===== src/rtl/regfile_hilo_pkg.sv =====
// rtl/regfile_hilo_pkg.sv - shared types for the architectural register file
package regfile_hilo_pkg;

   typedef logic [31:0] word_t;
   typedef logic [4:0]  creg_addr_t;

   // r0 is hardwired to zero, so only r1..r31 hold state
   localparam int NGPR = 31;

   // One retiring write slot; also the payload the forwarding network carries
   typedef struct packed {
      logic       wen;
      creg_addr_t waddr;
      word_t      wdata;
      logic       hi_wen;
      logic       lo_wen;
      word_t      hi_wdata;
      word_t      lo_wdata;
   } retire_wr_t;

endpackage


===== src/rtl/regfile_hilo_write_merge.sv =====
// rtl/regfile_hilo_write_merge.sv - resolves two retire slots into per-register write selects
module regfile_hilo_write_merge #(
   parameter int NREG = 31,
   parameter int AW   = 5,
   parameter int BASE = 1
) (
   input  logic [1:0]         wen_i,
   input  logic [1:0][AW-1:0] waddr_i,
   output logic [NREG-1:0]    we_o,
   output logic [NREG-1:0]    sel1_o
);

   // Entry k stands for address k+BASE; slot 1 is the younger write and wins a tie
   for (genvar k = 0; k < NREG; k++) begin : g_reg
      logic hit0;
      logic hit1;
      assign hit0      = wen_i[0] && (waddr_i[0] == AW'(k + BASE));
      assign hit1      = wen_i[1] && (waddr_i[1] == AW'(k + BASE));
      assign we_o[k]   = hit0 | hit1;
      assign sel1_o[k] = hit1;
   end

endmodule


===== src/rtl/regfile_hilo.sv =====
// rtl/regfile_hilo.sv - GPR and HI/LO architectural state with two retire write slots
module regfile_hilo
   import regfile_hilo_pkg::*;
#(
   parameter int NREAD         = 4,
   parameter int NWRITE        = 2,
   parameter int WRITE_THROUGH = 0
) (
   input  logic                    clk,
   input  logic                    resetn,
   input  logic [NREAD-1:0][4:0]   reg_addr,
   output logic [NREAD-1:0][31:0]  reg_data,
   input  logic [1:0]              hiloread,
   output logic [31:0]             hi_data,
   output logic [31:0]             lo_data,
   input  logic [NWRITE-1:0]       reg_wen,
   input  logic [NWRITE-1:0][4:0]  reg_waddr,
   input  logic [NWRITE-1:0][31:0] reg_wdata,
   input  logic [NWRITE-1:0]       hi_wen,
   input  logic [NWRITE-1:0]       lo_wen,
   input  logic [NWRITE-1:0][31:0] hi_wdata,
   input  logic [NWRITE-1:0][31:0] lo_wdata
);

   retire_wr_t [1:0]          wr;
   logic [NGPR-1:0]           gpr_we;
   logic [NGPR-1:0]           gpr_sel1;
   logic [NGPR-1:0][31:0]     gpr_d;
   logic [NGPR-1:0][31:0]     gpr_q;
   logic [0:0]                hi_we;
   logic [0:0]                hi_sel1;
   logic [0:0]                lo_we;
   logic [0:0]                lo_sel1;
   word_t                     hi_d;
   word_t                     hi_q;
   word_t                     lo_d;
   word_t                     lo_q;

   for (genvar s = 0; s < 2; s++) begin : g_slot
      assign wr[s] = '{wen:      reg_wen[s],
                       waddr:    reg_waddr[s],
                       wdata:    reg_wdata[s],
                       hi_wen:   hi_wen[s],
                       lo_wen:   lo_wen[s],
                       hi_wdata: hi_wdata[s],
                       lo_wdata: lo_wdata[s]};
   end

   regfile_hilo_write_merge #(.NREG(NGPR), .AW(5), .BASE(1)) u_gpr_merge (
      .wen_i   ({wr[1].wen, wr[0].wen}),
      .waddr_i ({wr[1].waddr, wr[0].waddr}),
      .we_o    (gpr_we),
      .sel1_o  (gpr_sel1)
   );

   // HI and LO are single-entry files, so the address compare is trivially true
   regfile_hilo_write_merge #(.NREG(1), .AW(1), .BASE(0)) u_hi_merge (
      .wen_i   ({wr[1].hi_wen, wr[0].hi_wen}),
      .waddr_i ('0),
      .we_o    (hi_we),
      .sel1_o  (hi_sel1)
   );

   regfile_hilo_write_merge #(.NREG(1), .AW(1), .BASE(0)) u_lo_merge (
      .wen_i   ({wr[1].lo_wen, wr[0].lo_wen}),
      .waddr_i ('0),
      .we_o    (lo_we),
      .sel1_o  (lo_sel1)
   );

   // Next value per GPR picks the winning slot's data
   always_comb begin
      for (int k = 0; k < NGPR; k++) begin
         gpr_d[k] = gpr_sel1[k] ? wr[1].wdata : wr[0].wdata;
      end
   end

   assign hi_d = hi_sel1[0] ? wr[1].hi_wdata : wr[0].hi_wdata;
   assign lo_d = lo_sel1[0] ? wr[1].lo_wdata : wr[0].lo_wdata;

   // Architectural state; reset clears everything and drops in-flight writes
   always_ff @(posedge clk or negedge resetn) begin
      if (!resetn) begin
         gpr_q <= '0;
         hi_q  <= '0;
         lo_q  <= '0;
      end else begin
         for (int k = 0; k < NGPR; k++) begin
            if (gpr_we[k]) gpr_q[k] <= gpr_d[k];
         end
         if (hi_we[0]) hi_q <= hi_d;
         if (lo_we[0]) lo_q <= lo_d;
      end
   end

   // GPR read ports; r0 reads zero and the write-through variant bypasses retiring data
   always_comb begin
      for (int i = 0; i < NREAD; i++) begin
         reg_data[i] = '0;
         if (resetn && (reg_addr[i] != 5'd0)) begin
            if ((WRITE_THROUGH != 0) && gpr_we[reg_addr[i] - 5'd1])
               reg_data[i] = gpr_d[reg_addr[i] - 5'd1];
            else
               reg_data[i] = gpr_q[reg_addr[i] - 5'd1];
         end
      end
   end

   assign hi_data = !resetn ? '0 : ((WRITE_THROUGH != 0) && hi_we[0]) ? hi_d : hi_q;
   assign lo_data = !resetn ? '0 : ((WRITE_THROUGH != 0) && lo_we[0]) ? lo_d : lo_q;

   a_en_known: assert property (@(posedge clk) !$isunknown({reg_wen, hi_wen, lo_wen}));
   a_hiloread_known: assert property (@(posedge clk) !$isunknown(hiloread));
   for (genvar s = 0; s < 2; s++) begin : g_addr_chk
      a_waddr_known: assert property (@(posedge clk) reg_wen[s] |-> !$isunknown(reg_waddr[s]));
   end

endmodule


===== config.mk =====
export PLATFORM = sky130hd
export DESIGN_NAME = regfile_hilo
export DESIGN_NICKNAME = d
export VERILOG_FILES = /design/src/rtl/regfile_hilo_pkg.sv /design/src/rtl/regfile_hilo_write_merge.sv /design/src/rtl/regfile_hilo.sv
export SDC_FILE = /design/constraint.sdc
export NUM_CORES = 2
export LEC_CHECK = 0
export ABC_AREA = 0
export ABC_CLOCK_PERIOD_IN_PS = 11630
export CORE_MARGIN = 2
export CORE_UTILIZATION = 40
export CTS_CLUSTER_DIAMETER = 40
export DETAILED_ROUTE_END_ITERATION = 16
export GPL_TIMING_DRIVEN = 1
export RECOVER_POWER = 50
export SLEW_MARGIN = 20
export SYNTH_ARGS = -nofsm -noshare
export SYNTH_HDL_FRONTEND = slang
export SYNTH_SLANG_ARGS = --single-unit
export TNS_END_PERCENT = 30

===== constraint.sdc =====
create_clock -name clk -period 11.63 [get_ports clk]
set_input_delay 1.163 -clock clk [delete_from_list [all_inputs] [get_ports clk]]
set_output_delay 1.163 -clock clk [all_outputs]
set_load 0.03 [all_outputs]

# Word level (Yosys, flattened, before mapping)
# Index checks and enable logic that the tools add are counted.
[totals] register_bits=1056 inputBits=232 output_inout_bits=192 word_cells=253
[op_classes] add_sub_neg=4 n_lt_le_gt_ge=4 n_eq_ne=62 muxes=47 bitwise_logic=33 n_reduce_logical=70
[op_table] op="$mux W32" count=43
[op_table] op="$bmux W32 S5" count=4
[op_table] op="$eq A5 B5 Y1 const B" count=32
[op_table] op="$eq A5 B4 Y1 const B" count=16
[op_table] op="$logic_and A1 B1 Y1" count=66
[op_table] op="$eq A5 B3 Y1 const B" count=8
[op_table] op="$or A1 B1 Y1" count=33
[op_table] op="$lt A5 B6 Y1 const B" count=4
[op_table] op="$eq A5 B2 Y1 const B" count=4
[op_table] op="$reduce_bool A5 Y1" count=4
[op_table] op="$sub A5 B1 Y5 const B" count=4
[op_table] op="$eq A5 B1 Y1 const B" count=2

# Logic depth before layout (Yosys ltp)
[logic_depth] depth_word=4 mapped_depth=16

# Cells and area by module
# A second synthesis with hierarchy kept.
[unflattened] hier_cells=7692 hier_area_um2=81528.2
[by_module_without_submodules] mod="regfile_hilo" n_inst=1 cells_each=7550 area_per_inst_um2=80647.3 seq_area_each_um2=26425.3
[by_module_without_submodules] mod="regfile_hilo_write_merge (u_gpr_merge)" n_inst=1 cells_each=136 area_per_inst_um2=830.8 seq_area_each_um2=0.0
[by_module_without_submodules] mod="regfile_hilo_write_merge (u_hi_merge ...)" n_inst=2 cells_each=3 area_per_inst_um2=25.0 seq_area_each_um2=0.0

# Least setup slack after synthesis
# Ideal clock, no wire load.
[synth_path] kind="input -> output" startpoint="in reg_addr[15] in the netlist's numbering" endpoint="out reg_data[123] in the netlist's numbering" t_arrival_ns=4.540 t_required_ns=10.467 slack_ns=5.927 path_stages=14 path_buffers=9 cell_sequence="buf_2 buf_4 buf_6 buf_6 clkinv_1 clkbuf_1 ha_1 clkbuf_1 buf_2 buf_1 nor3b_1 clkbuf_1 o21ai_0 o21ai_0"
[synth_lines] item="start: declaration" line_no="regfile_hilo.sv:11" source="input logic [NREAD-1:0][4:0] reg_addr,"
[synth_lines] item="end: declaration" line_no="regfile_hilo.sv:12" source="output logic [NREAD-1:0][31:0] reg_data,"

==> metrics.md <==
| Metric | Value |
|---|---|
| P_int | 11.3 mW |
| Top cells by area, synth | dfrtp_1 33%, mux4_2 27%, mux2i_1 14% |
| Filler Cell Count | 18.2k |
| Sequential share of power | 33.4% |
| Failing checks | max-capacitance violations, max-slew violations |
| Startpoint Class | input port |
| Post-synth EDFFs | 0 |
| Cts bufs inserted | 187 |
| Fin Clk Skew | 0 ns |
| Final wirelength | 370,000 um |
| Final HPWL DP | 217,000 um |
| Most used flip-flop cell after synthesis | dfrtp_1 |
| Slew headroom | -232% |
| Ports | 424 |
| Vias in the first global route | 68.3k |
| DRT Pass-1 Iters | 7 |
| Crit path time final | 8.57 ns |
| Share of post-route cells with drive strength above 1 | 21.7% |
| Worst setup path startpoint | resetn |
| Worst slew pin tran | 4.98 ns |
| CTS tree | built |
| Final hold violations | 0 |
| Worst Path Required | 10.47 ns |
| Via count | 71.6k |
| Synth area leader | dfrtp_1 |
| Die extent in x | 454 um |
| Synth Net Count | 7,910 |
| Leakage power | 38.2 nW |
| Max-cap violations | 27 |
| Drt first-iter violations | 11.0k |
| # Post-CTS Setup Buffers | 0 |
| Num Clock Sinks | 1,056 |
| CP Capture Type | primary output |
| Clock share of power | 34.3% |
| Share of the synthesized area in the top cell type | 32.6% |
| H-Tree Depth | 4 |
| Post-synthesis sequential area ratio | 32.6% |
| Mapped Cells | 7,674 |
| Yosys Warn Count | 0 |
| Yosys cell types | 63 |
| Reg clk slew, reported paths | 0.05 ns |
| Nets | 7,813 |
| Tcrit/Tclk final | 73.7% |
| IO buf count | 421 |
| Maximum clock rate | 117 MHz |
| Routed WL per cell | 35.4 um |
| WP data arrival | 7.41 ns |
| Area Growth Syn to Fin | 15.7% |
| Clk_lat worst skew | 0.85 ns |
| Switching part of the total | 34.8% |
| Slowest cell on the critical path | clkbuf_1 |
| Count of final max-slew check failures | 1,181 |
| CTS Hold Bufs | 0 |
| Initial antenna violation count | 46 |
| Global route overflow | 0 |
| Pin count of the biggest net entering global routing | 135 |
| Max incr delay on CP | 2.15 ns |
| Commonest cells after routing, fill and taps aside | 1,114 x mux2i_1, 1,056 x dfrtp_1, 962 x mux4_2, 905 x a21oi_1, 842 x nor2_1 |
| Site Rows | 165 |
| Reg-to-Reg Start | gpr_q[312]$_DFFE_PN0P_ |
| Initial Util | 40.2% |
| Root buffer cell | clkbuf_16 |
| Final setup TNS | 0 ns |
| Post-synthesis register bit count | 1,056 |
| Worst VDD drop | 0.184 mV |
| Setup-failing EPs final | 0 |
| Post-Syn Area | 81,000 sq um |
| Core box area | 202,000 sq um |
| Critical path class | in -> out |
| PostCTS Resize Cnt | 0 |
| RSZ-0062 raised after global routing | false |
| Psw | 6.04 mW |
| Drt drc | 0 |
| Die ar. | 206,000 sq um |
| Power density cells | 185 nW/um^2 |
| Crit-path cells | buf_8 > clkbuf_1 > and3_1 > and3_2 > buf_4 > a22oi_1 > o221ai_1 > a21o_1 > clkdlybuf4s50_1 |
| CTS Buffer Depth | 3 |
| Die Y | 454 um |
| Combinational power share | 32.3% |
| Asr flop ratio synth | 100% |
| Worst Hold Class | in -> async |
| Outcome | finished with violations |
| Final hold slack | 0.210 ns |
| Post-route ant nets | 0 |
| First-pass GRT wire length | 519,000 um |
| GRT Total Usage | 35.3% |
| Commonest non-fill, non-tap cell in the layout | mux2i_1 |
| DR vias/cell | 6.86 |
| Syn Area/Cell | 10.6 sq um |
| Routability congestion estimate | 0.926 |
| Worst Path Max Fanout | 54 |
==> critical path, delay by kind of cell <==
kind            cells  cell delay [ns]
compound gates      3             0.77
buf+inv             4             3.93
simple gates        2             1.31
==> Yosys cell counts (all sizes together), types with 8 or more instances <==
cell type,instances
a211o,9
a211oi,9
a21o,9
a21oi,908
a221oi,89
a22o,23
a22oi,41
a311oi,48
a31oi,22
a32oi,18
and2,73
and3,8
buf,305
clkbuf,596
dfrtp,1056
inv,13
mux2,61
mux2i,1114
mux4,962
nand2,765
nand3,65
nand4,17
nor2,862
nor2b,14
nor3,52
o211ai,33
o21ai,400
o221ai,15
o22ai,15
xnor2,10
xor2,8
==> final cells by class <==
cell class | instances | area (sq um) | share of cell area [%]
diodes | 32 | 80.1 | 0.0854
clock buffers | 225 | 5080 | 5.42
clock inverters | 124 | 1640 | 1.75
inverters | 15 | 56.3 | 0.0601
multi-input cells | 5702 | 51500 | 55.0
flip-flops and latches | 1056 | 26400 | 28.2
well taps | 2672 | 3340 | 3.57
repair buffers | 615 | 5580 | 5.95
==> per-layer routing <==
metal / track usage (%) / share of wire, % / vias up
met5: 0 / 0.024 / -
met4: 26.8 / 9.5 / 16
met3: 12.1 / 13 / 1747
met2: 52.4 / 43 / 5978
met1: 42.4 / 34 / 35086
li1: - / - / 28814
==> registers in the layout (all words and copies together) (netlist names) <==
| register | flops |
|---|---|
| gpr_q | 992 |
| hi_q | 32 |
| lo_q | 32 |
==> cells by family (layout without fill, tap and decap cells) <==
family | Yosys count | count (layout) | synth area share [%]
multiplexers | 2137 | 2137 | 41.3
AND/OR/NAND/NOR | 1889 | 1889 | 9.46
AO/OA/AOI/OAI | 1654 | 1654 | 11.6
flip-flops | 1056 | 1056 | 32.6
buffers and inverters | 916 | 979 | 4.70
XOR/XNOR | 18 | 18 | 0.241
adder cells (fa/ha/maj) | 4 | 4 | 0.0618
other | 0 | 32 | 0
==> power by group through the flow <==
stage	registers [mW]	logic, mW	clock network (mW)
6_report	5.80	5.61	5.95
5_1_grt	5.96	5.89	6.13
4_1_cts	5.75	5.49	5.96
3_5_place_dp	5.80	5.48	0
3_3_place_gp	5.68	5.38	0
2_1_floorplan	5.45	4.00	0
==> final timing paths <==
kind,endpoint,slack (ns),cells after the start
max in group asynchronous,gpr_q[835]$_DFFE_PN0P_,3.07,5
worst max-delay path,reg_data[2],3.06,9
worst min-delay path,gpr_q[53]$_DFFE_PN0P_,0.21,1
worst max register to register,gpr_q[312]$_DFFE_PN0P_,10.61,2
worst min register to register,lo_q[25]$_DFFE_PN0P_,0.56,2
min in group clk,lo_q[25]$_DFFE_PN0P_,0.56,2
==> through the flow <==
| step | cells | cell area, sq um | power [mW] | setup slack, ns | util [%] |
|---|---|---|---|---|---|
| finish | 10441 | 93700 | 17.4 | 3.06 | 46.5 |
| detailed placement | 10059 | 87100 | 11.3 | 3.68 | 43.2 |
| CTS | 10408 | 93900 | 17.2 | 3.68 | 46.5 |
| global placement | 10057 | 87200 | 11.1 | 3.71 | 43.2 |
| global route | 10422 | 93700 | 18.0 | 2.28 | 46.4 |
| floorplan | 7674 | 81000 | 9.45 | 5.93 | - |
Power figures use the tool's default switching activity.
